File: config.mk
export PLATFORM = sky130hd
export DESIGN_NAME = nios_cpu_nios2_qsys_0_oci_dct_gen
export DESIGN_NICKNAME = d
export VERILOG_FILES = /design/src/rtl/nios_cpu_nios2_qsys_0_oci_dct_gen.sv
export SDC_FILE = /design/constraint.sdc
export NUM_CORES = 1
export LEC_CHECK = 0
export ABC_AREA = 1
export CAP_MARGIN = 10
export CORE_MARGIN = 3
export CORE_UTILIZATION = 40
export CTS_CLUSTER_SIZE = 8
export DETAILED_ROUTE_END_ITERATION = 10
export PLACE_DENSITY = 0.68
export RECOVER_POWER = 50
export SYNTH_ARGS = -nofsm -noshare
export SYNTH_HDL_FRONTEND = slang
export SYNTH_SLANG_ARGS = --single-unit
File: constraint.sdc
create_clock -name clk -period 5.9 [get_ports clk]
set_input_delay 0.885 -clock clk [delete_from_list [all_inputs] [get_ports clk]]
set_output_delay 0.885 -clock clk [all_outputs]
set_load 0.1 [all_outputs]
File: src/rtl/nios_cpu_nios2_qsys_0_oci_dct_gen.sv
// OCI debug-control-trace producer: packs 2-bit trace symbols into a 15-symbol
// buffer and hands completed or flushed buffers to the trace RAM as 36-bit words.
module nios_cpu_nios2_qsys_0_oci_dct_gen (
    input  logic        clk,
    input  logic        reset,
    input  logic        sym_valid,
    input  logic [1:0]  sym,
    output logic        sym_ready,
    input  logic        flush,
    output logic [29:0] dct_buffer,
    output logic [3:0]  dct_count,
    output logic        tw_valid,
    output logic [35:0] tw_data,
    input  logic        tw_ready
);

    typedef enum logic {
        FILL,
        STALL
    } state_t;

    state_t      state;
    logic [29:0] shift_q;
    logic [3:0]  count_q;
    logic        flush_pend_q;
    logic        tw_valid_q;
    logic [35:0] tw_data_q;

    logic        acc;
    logic        out_free;
    logic        emit;
    logic [29:0] buf_n;
    logic [3:0]  cnt_n;
    logic [29:0] shift_d;
    logic [3:0]  count_d;
    logic        flush_pend_d;
    logic        tw_valid_d;
    logic [35:0] tw_data_d;

    // The buffer count is the state: a full buffer means the output register
    // could not take it yet, so symbols are refused until it drains.
    always_comb begin
        state = FILL;
        if (count_q == 4'd15) begin
            state = STALL;
        end
    end

    assign sym_ready = (state == FILL);

    always_comb begin
        acc      = sym_valid && sym_ready;
        out_free = !tw_valid_q || tw_ready;
        buf_n    = acc ? {shift_q[27:0], sym} : shift_q;
        cnt_n    = count_q + {3'b000, acc};
        emit     = out_free &&
                   ((cnt_n == 4'd15) || ((flush || flush_pend_q) && (cnt_n != 4'd0)));

        shift_d      = buf_n;
        count_d      = cnt_n;
        flush_pend_d = flush_pend_q || (flush && (cnt_n != 4'd0));
        tw_valid_d   = tw_valid_q && !tw_ready;
        tw_data_d    = tw_data_q;

        // Emitting takes the buffer including this cycle's symbol, so a
        // simultaneous symbol and flush land in the same word.
        if (emit) begin
            shift_d      = '0;
            count_d      = '0;
            flush_pend_d = 1'b0;
            tw_valid_d   = 1'b1;
            tw_data_d    = {cnt_n, 2'b00, buf_n};
        end
    end

    always_ff @(posedge clk) begin
        if (reset) begin
            shift_q      <= '0;
            count_q      <= '0;
            flush_pend_q <= 1'b0;
            tw_valid_q   <= 1'b0;
            tw_data_q    <= '0;
        end else begin
            shift_q      <= shift_d;
            count_q      <= count_d;
            flush_pend_q <= flush_pend_d;
            tw_valid_q   <= tw_valid_d;
            tw_data_q    <= tw_data_d;
        end
    end

    assign dct_buffer = shift_q;
    assign dct_count  = count_q;
    assign tw_valid   = tw_valid_q;
    assign tw_data    = tw_data_q;

endmodule

==> results.cfg <==
[pwr]
power_w = 0.00162
p_comb_frac = 0.441
clock_power_share = 0.209
seq_power_share = 0.350
leakagePower_nw = 1.77
peakVddDrop_mv = 0.180
p_per_area_mw_per_mm2 = 425
switching_power_w = 0.000776
internal_power_w = 0.000847
p_sw_frac = 0.478

[timing]
clock.fmax_mhz = 254
rsz0062_at_grt = no
finalCritPeriodShare = 0.668
min_period_ns = 3.94
drv_slew = 0
worstMarginPinSlew_ns = 0.989
fin_skew_ns = 0.00742
final.setup.tns_ns = 0
hold_viol = 0
final-setup-viol-count = 0
relSlewSlack = 0.338

[run]
drv_cap = 0

[synthesis]
synth_seq_cells = 70
synth_area_leader_cell = dfxtp_1
synth_area_mm2 = 0.00290
synth_xor_area_frac = 0
synth_compound_area_frac = 0.127
synth_top_area_frac = 0.483
synth_area_leaders = dfxtp_1, nand2_1, nor2_1
syn_inst = 396
syn_area_per_cell_um2 = 7.33
muxShareOfSynthArea = 0
yosysSeqAreaShare = 0.483
synthAdderAreaFrac = 0.00862
synthDistinctLibCells = 25
synth_simple_gate_area_frac = 0.273
synth_top_family_by_area = simple AND/OR/NAND/NOR gates
ys_warn_count = 0

[final_layout]
num-nets-final = 467
n_antenna_cell = 0
nFillCells = 684
drive_gt1_frac = 0.0887
area_growth_pct = 31.6
fin_area_mm2 = 0.00382

[detailed_routing]
drc = 0
wl_per_cell_um = 11.9
dr.pass1.iters = 4
drtIter0Drc = 113
ant_nets = 0
viasPerCell = 4.73
vias = 2639
totalWireLength_mm = 6.66

[floorplanning]
row_count = 30
io_pins = 79
core_area_mm2 = 0.00691
dieArea_mm2 = 0.00831
die_w_um = 91.2
start_util = 0.420
die_h_um = 91.2

[hold_path]
hp-start = flush_pend_q$_SDFF_PP0_
worstHoldPathCells = 2
holdPathEnd = flush_pend_q$_SDFF_PP0_
holdCritPathClass = reg -> reg

[clocking]
ctsResizeCount = 0
cts_tree = yes
clock-sinks = 70
cts_made_buffers = 9
cts_hold_buf = 0
clkLatencyLatePin_ns = 0.34
clkTransAtPathRegs_ns = 0.07
cts_root_buffer = clkbuf_8
h-tree-depth = 3
post_cts_buffers = 0
clockBufferDepth = 2

[worst_setup_path]
crit_path_start_kind = primary input
crit_fanout = 70
cp.required_ns = 6.10
rr_startpoint = dct_count[2]$_SDFF_PP0_
cp-end-kind = flop
r2r-end = dct_buffer[20]$_SDFF_PP0_
cp_data_arrival_time_ns = 4.14
worst_r2r_path_depth = 15
worst-setup-path-type = in -> reg
r2r_slack_ns = 2.33

[global_route]
grt.total_usage = 0.163
grt_pass1_wl_mm = 11.0
grt_antenna_before_repair = 0
grt-ovfl-total = 0
grt_pass1_vias = 2363
grt_max_degree = 71

[run_status]
status = finished, final reports clean

[place]
port_buffers = 76
dpl-instance-area_mm2 = 0.00365
globalplace.congestion = 0.790
hpwl_mm = 4.35
synthesized netlist by cell type (all sizes together):
cell type and number:
a21oi 35, buf 21, clkbuf 7, clkinv 1, conb 1, dfxtp 70
ha 2, inv 41, nand2 77, nand3 35, nand4 3, nor2 71
o21ai 31, or2 1
sequential cells by signal (all words and copies together) (netlist names):
signal,count
tw_valid,1
tw_data,34
dct_count,4
dct_buffer,30
flush_pend_q,1
how the worst max path moves through the flow:
stage / start / end / slack [ns] / cells past startpoint
final: sym_valid / dct_buffer[20]$_SDFF_PP0_ / 1.96 / 15
after floorplan: dct_count[1]$_SDFF_PP0_ / tw_data[24]$_SDFFE_PP0P_ / 1.45 / 16
after global routing: sym_valid / dct_buffer[13]$_SDFF_PP0_ / 1.68 / 15
after detailed placement: sym_valid / dct_buffer[13]$_SDFF_PP0_ / 1.59 / 15
after global placement: sym_valid / dct_buffer[24]$_SDFF_PP0_ / 1.71 / 15
after CTS: sym_valid / dct_buffer[20]$_SDFF_PP0_ / 1.96 / 15
worst max-delay path: stages:
cell and delay (ns):
clkdlybuf4s50_1 0.41, nand2_2 0.06, buf_4 0.41, inv_1 0.09, ha_1 0.22, ha_1 0.31
inv_1 0.09, nand2_1 0.07, nor2_1 0.04, nand2_1 0.08, nand2_1 0.08, nand2_4 0.55
nand2_2 0.09, nand2_2 0.60, nor2_1 0.09
power by group through the flow:
stage | Sequential [W] | Combinational (W) | Clock, W
CTS | 0.000572 | 0.000740 | 0.000348
finish | 0.000568 | 0.000716 | 0.000339
detailed placement | 0.000582 | 0.000738 | 0
global placement | 0.000580 | 0.000733 | 0
global route | 0.000575 | 0.000753 | 0.000375
floorplan | 0.000990 | 0.000190 | 0
logic make-up after synthesis:
kind of cell,after synthesis
buffers and inverters,70
AOI/OAI and AO/OA,66
other,1
adders and majority gates,2
DFF,70
and+or+nand+nor,187
metal layers:
metal  global-route usage  up-vias  share of wire
li1                     -     1365              -
met1                0.193     1199           0.46
met2                0.268       69           0.47
met3               0.0688        6          0.060
met4               0.0490        0         0.0084
met5                    0        -              0
layout make-up:
| cell class | count | area (um^2) | area share |
|---|---|---|---|
| sequential | 70 | 1400 | 0.367 |
| inverter | 42 | 158 | 0.0413 |
| multi-input combinational | 257 | 1200 | 0.313 |
| clock buffer | 14 | 163 | 0.0426 |
| tap | 96 | 120 | 0.0315 |
| clock inverter | 1 | 5.00 | 0.00131 |
| timing repair buffer | 78 | 776 | 0.203 |
cells in the final DEF, fill, tap and decap left out, drive strengths merged:
cell type      synthesis  routed
clkinv                 1       1
a21oi                 35      35
nand3                 35      35
nand2                 77      77
or2                    1       1
dfxtp                 70      70
conb                   1       2
clkbuf                 7      14
dlygate4sd3            0      70
nor2                  71      71
inv                   41      42
nand4                  3       3
clkdlybuf4s50          0       6
ha                     2       2
o21ai                 31      31
buf                   21       2
through the flow:
step                utilization  instances  setup WS, ns  hold slack (ns)
floorplan                     -        397          1.45            0.444
global placement          0.529        543          1.71            0.456
detailed placement        0.529        543          1.59            0.469
CTS                       0.553        558          1.96            0.484
global route              0.553        558          1.68            0.498
finish                    0.553        558          1.96            0.480
Note: power is estimated with default switching activity, not from simulation.
==> patch (same settings) <==
Make the reset (`reset`) asynchronous in one clocked block.
--- a/src/rtl/nios_cpu_nios2_qsys_0_oci_dct_gen.sv
+++ b/src/rtl/nios_cpu_nios2_qsys_0_oci_dct_gen.sv
@@ -75,3 +75,3 @@
 
-    always_ff @(posedge clk) begin
+    always_ff @(posedge clk or posedge reset) begin
         if (reset) begin
Behaviour: differs if reset is asserted again (counterexample within 4 cycles, from zero or initial values and one cycle with reset high); with reset held inactive, the same outputs for 10 cycles.
==> patch against the original RTL <==
  * Count of clock-buffer cells in the layout unchanged
  * Clock power up 8.6%
  * Sequential cell count unchanged
  * Fmax up 5.3%
  * Setup slack better by 0.20 ns
  * Core utilization down 0.21 points
  * Largest power group unchanged
  * Wire length up 8.5%
  * Critical endpoint is now tw_data[28]
  * Sequential power up 4.8%
  * First-iteration DRC count up 22%
  * Critical path depth up 1
  * Total power up 17%
  * Cell area up 6.3%
  * Synthesized area up 6.2%
==> patch: results (changes against the original RTL) <==
- The reg2reg setup slack is 2.50 ns (+0.17 ns).
- The worst slack after detailed placement was 1.89 ns (+0.306 ns).
- The violation count after the first detailed-routing iteration came to 138 (+22%).
- The level count of the clock H-tree was 3 (unchanged).
- The portion of the post-synthesis area used by sequential elements was 0.568 (+0.0852).
- The first-pass GRT wire length is 11,900 um (+8.6%).
- In this run the worst setup path terminates at tw_data[28].
- The final weighted congestion in routability-driven placement is 0.716 (-9.5%).
- The post-route clock skew is 0.00639 ns (-0.00102 ns).
- The largest net degree at the start of global routing is 72 (+1.4%).
- The post-synthesis compound-gate area fraction is 0.0828 (-0.0440).
- The data arrival time at the worst-slack endpoint was 3.97 ns (-0.17 ns).
- In this run the worst hold path is classified as flip-flop to flip-flop.
- The number of port buffers was 76 (unchanged).
- The area share of fa/ha/maj cells after synthesis came to 0.00811 (-0.000507).
- The global routing usage summed across all routing layers is 0.173 (+0.0101).
- The average via count per standard cell is 4.85 (+2.5%).
- The ratio of cells with drive above 1 in the final layout is 0.0467 (-0.0420).
- The startpoint identified for the worst register-to-register timing path is dct_count[2].
- Ranked by total cell area, the synthesized netlist is headed by sky130_fd_sc_hd__dfrtp_1 (57%), sky130_fd_sc_hd__nand2_1 (21%), sky130_fd_sc_hd__a21boi_0 (6.3%).
- The number of distinct library cell variants in the gate-level netlist after synthesis is 18 (-28%).
- By count the netlist is led by sky130_fd_sc_hd__nand2_1 (169), sky130_fd_sc_hd__dfrtp_1 (70), sky130_fd_sc_hd__nand3_1 (36).
- The number of global-route vias before repair is 2,447 (+3.6%).
- The reported leakage power came to 2.15 nW (+22%).
- The post-synthesis instance total is 357 (-9.8%).
- The count of filler cells inserted in the layout is 694 (+1.5%).
- The number of cells upsized or downsized after cts is 0 (unchanged).
- The maximum fanout along the worst path came to 70 (unchanged).
- The sum of routed wire segments on met1 came to 3150 um (+3.3%).
- The final core utilization came to 0.551 (-0.00213).
- The non-filler instance count after layout is 527 (-5.6%).
- The count of cells along the worst hold path was 2 (unchanged).
- The post-detailed-placement half-perimeter wirelength is 4460 um (+2.5%).
- The share of synthesized registers carrying an async set or reset was 1.00 (+1.00).
- The cell count of the worst reg-to-reg path is 16 (+1).
- The number of cells after detailed placement is 511 (-5.9%).
- The minimum clock period is 3.74 ns (-0.200 ns).
- The wire length on met2 is 3570 um (+13%).
- The total wirelength of the detailed-routed design is 7230 um (+8.5%).
- The total met3 wirelength after detailed routing is 417 um (+3.7%).
- In this design, the largest share of critical-path delay is due to simple AND/OR/NAND/NOR gates.
- The peak ir drop on the vdd network is 0.168 mV (-6.4%).
- The post-place instance area is 3860 um2 (+5.6%).
- The run finished with clean final reports.
- The remaining max-slew budget at the tightest pin is 0.338 (about the same).
- The critical path's largest stage delay is 0.51 ns (-0.09 ns).
- On the critical path, the stage with the largest delay is an instance of sky130_fd_sc_hd__nand2_4.
- The number of nets at the end of the flow is 433 (-7.3%).
==> patch: cell types whose count changed after synthesis, sizes merged, moves of 3 or more <==
cell / delta
o21ai: -31
inv: -31
a21boi: +30
a21oi: -29
dfxtp: -70
dfrtp: +70
nor2: -69
buf: -3
nand2: +95
==> patch: cell type report <==
cell class	instances	area share
Sequential cell	70	0.432
Multi-Input combinational cell	253	0.286
Timing Repair Buffer	80	0.198
Clock buffer	14	0.0376
Tap cell	99	0.0305
Inverter	10	0.00925
Clock inverter	1	0.00740
==> patch: kinds of logic (layout without fill, tap and decap cells) <==
kind of cell,count (synthesis),in the layout
DFF,70,70
AOI/OAI and AO/OA,36,36
and+or+nand+nor,213,213
buffers and inverters,35,105
adders and majority gates,2,2
other,1,2
==> patch: routing by layer <==
layer / vias to the layer above / GRT usage
met4: 0 / 0.0529
met3: 7 / 0.0593
met2: 74 / 0.268
met5: - / 0
li1: 1265 / -
met1: 1209 / 0.229
==> patch: worst min path at each step <==
stage | start | to | slack, ns
floorplan | flush_pend_q | flush_pend_q | 0.48
global placement | tw_data[1] | tw_data[1] | 0.46
detailed placement | tw_data[21] | tw_data[21] | 0.46
CTS | tw_data[1] | tw_data[1] | 0.48
global route | tw_data[10] | tw_data[10] | 0.50
finish | tw_data[9] | tw_data[9] | 0.47
==> patch: report_power, final <==
| part | leakage [nW] | switching [mW] | internal [mW] |
|---|---|---|---|
| Combinational | 1.10 | 0.764 | 0.169 |
| Sequential | 0.959 | 0.0470 | 0.548 |
| Clock | 0.0908 | 0.162 | 0.205 |
| Total | 2.15 | 0.973 | 0.922 |
==> patch: worst min-delay path: stages, from the launching register on <==
cell,delay (ns)
sky130_fd_sc_hd__dfrtp_1,0.34
sky130_fd_sc_hd__nand2_1,0.05
sky130_fd_sc_hd__nand2_1,0.04
